## config.mk

```make
export PLATFORM = sky130hd
export DESIGN_NAME = fetch_unit
export DESIGN_NICKNAME = d
export VERILOG_FILES = /design/src/rtl/cpu_pkg.sv /design/src/rtl/fetch_unit.sv
export SDC_FILE = /design/constraint.sdc
export NUM_CORES = 1
export LEC_CHECK = 0
export CAP_MARGIN = 10
export CORE_ASPECT_RATIO = 1.25
export CORE_UTILIZATION = 49
export CTS_CLUSTER_DIAMETER = 200
export CTS_CLUSTER_SIZE = 16
export DETAILED_ROUTE_END_ITERATION = 6
export HOLD_SLACK_MARGIN = 0.15
export PLACE_DENSITY_LB_ADDON = 0.1
export SLEW_MARGIN = 20
export SYNTH_ARGS = -nofsm -noshare
export SYNTH_HDL_FRONTEND = slang
export SYNTH_SLANG_ARGS = --single-unit
```

## constraint.sdc

```tcl
create_clock -name clk -period 2.33 [get_ports clk]
set_input_delay 0.466 -clock clk [delete_from_list [all_inputs] [get_ports clk]]
set_output_delay 0.466 -clock clk [all_outputs]
set_load 0.005 [all_outputs]
```

## src/rtl/cpu_pkg.sv

```systemverilog
// Shared definitions for the 16-bit CPU: opcode field width, opcode constants
// and the fetch front-end state encoding.
package cpu_pkg;

  localparam int unsigned OPCODE_W = 3;

  localparam logic [OPCODE_W-1:0] OPC_DTYPE = 3'b000;
  localparam logic [OPCODE_W-1:0] OPC_I1    = 3'b001;
  localparam logic [OPCODE_W-1:0] OPC_I2    = 3'b010;
  localparam logic [OPCODE_W-1:0] OPC_ST    = 3'b011;

  typedef enum logic [1:0] {
    FETCH,
    WAIT,
    HOLD
  } fetch_state_t;

endpackage

```

## src/rtl/fetch_unit.sv

```systemverilog
// Instruction fetch front end: one outstanding read to instruction memory, a single
// hold register offered to decode, and wrong-path discard on execute redirects.
module fetch_unit
  import cpu_pkg::*;
#(
  parameter int unsigned        ADDR_W   = 16,
  parameter int unsigned        INSTR_W  = 16,
  parameter logic [ADDR_W-1:0]  RESET_PC = '0
) (
  input  logic                 clk,
  input  logic                 rst_n,
  output logic                 imem_req,
  output logic [ADDR_W-1:0]    imem_addr,
  input  logic                 imem_ready,
  input  logic                 imem_rvalid,
  input  logic [INSTR_W-1:0]   imem_rdata,
  output logic                 if_valid,
  output logic [INSTR_W-1:0]   if_instr,
  output logic [OPCODE_W-1:0]  if_opcode,
  output logic [ADDR_W-1:0]    if_pc,
  input  logic                 id_ready,
  input  logic                 redirect_valid,
  input  logic [ADDR_W-1:0]    redirect_pc,
  output logic [15:0]          fetch_count
);

  fetch_state_t        state_q;
  logic [ADDR_W-1:0]   pc_q;
  logic                drop_q;
  logic [INSTR_W-1:0]  instr_q;
  logic [ADDR_W-1:0]   if_pc_q;
  logic [15:0]         count_q;
  logic                req_acc;

  assign imem_req    = rst_n & (state_q == FETCH);
  assign imem_addr   = pc_q;
  assign req_acc     = imem_req & imem_ready;
  // The held instruction is always younger than the redirecting one, so hide it.
  assign if_valid    = (state_q == HOLD) & ~redirect_valid;
  assign if_instr    = instr_q;
  assign if_opcode   = instr_q[INSTR_W-1 -: OPCODE_W];
  assign if_pc       = if_pc_q;
  assign fetch_count = count_q;

  always_ff @(posedge clk or negedge rst_n) begin
    if (!rst_n) begin
      state_q <= FETCH;
      pc_q    <= RESET_PC;
      drop_q  <= 1'b0;
      instr_q <= '0;
      if_pc_q <= '0;
      count_q <= '0;
    end else begin
      case (state_q)
        FETCH: begin
          // A late response from before reset lands here and is ignored.
          if (redirect_valid) pc_q <= redirect_pc;
          if (req_acc) begin
            state_q <= WAIT;
            if (redirect_valid) drop_q <= 1'b1;
          end
        end
        WAIT: begin
          if (redirect_valid) pc_q <= redirect_pc;
          if (imem_rvalid) begin
            if (drop_q || redirect_valid) begin
              drop_q  <= 1'b0;
              state_q <= FETCH;
            end else begin
              instr_q <= imem_rdata;
              if_pc_q <= pc_q;
              pc_q    <= pc_q + ADDR_W'(1);
              state_q <= HOLD;
            end
          end else if (redirect_valid) begin
            drop_q <= 1'b1;
          end
        end
        HOLD: begin
          if (redirect_valid) begin
            pc_q    <= redirect_pc;
            state_q <= FETCH;
          end else if (id_ready) begin
            count_q <= count_q + 16'd1;
            state_q <= FETCH;
          end
        end
        default: state_q <= FETCH;
      endcase
    end
  end

endmodule

```

==> flow_summary.ini <==
[run_status]
status = finished, final reports clean

[clock_network]
cts_num_sinks = 67
cts_htree_levels = 3
cts_tree = done
clk_pin_slew_ps = 70
root_buffer = clkbuf_8
cts_buffer_depth = 2
clk-insertion-delay-late_ps = 330
numCtsBuffers = 9

[routing]
viasPerCell = 5.20
drtIter0Drc = 132
wl_um = 7790
final_antenna_net_count = 0
wl_per_cell_um = 14.5
dr.pass1.iters = 4
drc = 0
dr_total_vias = 2799

[placement]
placed_area_um2 = 4320
preCtsSetupSlack_ps = 29.0
place_inst = 522
dpl.hpwl_um = 5640
routabilityCongestion = 0.910
port_buffers = 106

[die]
pin_count = 107
die_area_um2 = 6740
fp.coreArea_um2 = 6170
dieWidth_um = 73.6
die_h_um = 91.5
initial_core_util_pct = 51.0
rows = 32

[yosys]
async_reset_ff_share_pct = 100
synthXorXnorAreaFrac_pct = 4.18
synth.distinct_cells = 48
synth_area_um2 = 3140
synth_seq_cells = 67
yosys_warnings = 0
yosys.area.top_type_share_pct = 53.4
synth-adder-area-share_pct = 0.796
syn_nets = 372
synth_top_family_by_area = simple AND/OR/NAND/NOR gates
synth.yosys.seq_area_share_pct = 53.4
synth-edff-count = 0
yosys.area_share.simple_pct = 26.0
synth.area.mux_share_pct = 1.63
synth_compound_area_share_pct = 10.2
synth_cells = 332
syn_avg_cell_area_um2 = 9.46
synth_flop_cell = dfrtp_1
synth.area.top_cells = dfrtp_1, nand2_1, xnor2_1, nand3_1, a21oi_1
yosysTopAreaCell = dfrtp_1

[sta]
setup_viol = 0
worst_pin_slew_ps = 685
max_freq_ghz = 0.450
fin_ws_ps = 107
tns_ps = 0
period_needed_ps = 2220
timing.final.crit_share_pct = 95.4
finalMaxSlewViolations = 0
timing.final.hold_violations = 0
max-slew-margin-rel_pct = 54.4
fin_skew_ps = 8.49
grt_setup_unrepaired = no

[grt]
antenna_found_initial = 0
globalRouteTotalUtil_pct = 24.9
grt_max_degree = 55
grt_first_pass_wirelength_um = 12900
overflow = 0
grt_pass1_vias = 2698

[finish]
antennaDiodeCount = 0
fin_cells = 538
fin_area_um2 = 4530
final_common_cell = nand2_1
syn_to_final_growth_pct = 44.2
final_layout_size_suffix_gt1_share_pct = 9.05
nets = 489
final_cell_mix = nand2_1, clkdlybuf4s50_1, dfrtp_1

[hold_path]
min_path_type = reg2reg
min_to = if_instr[4]
hold_depth = 2
worstHoldStart = if_instr[4]

[setup_path]
endpoint_kind = output pin
reg2reg_to = imem_addr[11]
reg2reg_depth = 4
cp_data_arrival_time_ps = 1760
r2r-start = state_q[0]
r2r_slack_ps = 450
required_ps = 1860
worstSetupStartpointType = input port
critPathKind = in2out
crit_fanout = 6

[power_and_ir_drop]
power_density_nw_per_um2 = 853
p_leak_nw = 2.05
ir_drop_v = 0.000574
power.total_mw = 3.86

[run]
maxCapViolCount = 0
## metrics by stage
stage | utilization [%] | hold WS (ps)
2_1_floorplan | - | 170
3_3_place_gp | 70.0 | 448
3_5_place_dp | 70.0 | 452
4_1_cts | 73.3 | 477
5_1_grt | 73.5 | 491
6_report | 73.5 | 472
## flip-flops by register name, indices dropped and copies added, names as in the netlist
signal       flops
state_q          2
fetch_count     16
imem_addr       16
if_pc           16
drop_q           1
if_instr        16
## layer usage
layer  global-route usage [%]  up-vias  wire length, µm  part of all wire, %
met3                     5.66        5              415                  5.3
met5                        0        -                0                    0
met2                     40.5       85             3880                   50
li1                         -     1366                -                    -
met1                     32.2     1343             3420                   44
met4                     8.81        0               82                  1.1
## critical path, stage by stage
cell and delay, ps:
clkdlybuf4s50_1 510, nor3b_2 250, clkdlybuf4s50_1 530
## cell usage after synthesis (6+ instances only)
master,instances
a21oi_1,12
clkbuf_1,7
dfrtp_1,67
nand2_1,112
nand3_1,14
nand4_1,6
nor2_1,13
nor3_1,8
o21ai_0,9
xnor2_1,9
xor2_1,6
## layout make-up
class	instances	area [µm²]
fill	498	1640
clock inverter	2	35.0
multi-input combinational	245	1350
timing repair buffer	122	1180
tap	85	106
sequential	67	1680
clock buffer	13	159
inverter	4	15.0
## repair_timing
action                                  CTS  global route
endpoints found under the hold margin    13             0
gates resized for setup                   0             2
setup buffers                             0             0
hold buffers                              1             0
endpoints found under the setup margin    0             2
## how the worst max path moves through the flow
stage                              start           end  depth (start not counted)
after floorplan           redirect_valid  imem_addr[9]                          4
after global placement    redirect_valid      if_valid                          3
after detailed placement  redirect_valid      if_valid                          3
after CTS                 redirect_valid      if_valid                          3
after global routing      redirect_valid      if_valid                          3
final                     redirect_valid      if_valid                          3
## kinds of logic after synthesis
group,Yosys count
AOI/OAI and AO/OA,48
xor gates and xnor gates,15
adders and majority gates,2
buffers and inverters,20
DFF,67
muxes,5
and+or+nand+nor,175
## where the power goes
group / leakage, nW / total, mW / switching, mW / internal (mW)
logic: 1.11 / 1.20 / 0.420 / 0.784
registers: 0.850 / 1.70 / 0.226 / 1.47
clock network: 0.0995 / 0.957 / 0.411 / 0.547
total: 2.05 / 3.86 / 1.06 / 2.80
Power figures use the tool's default switching activity.
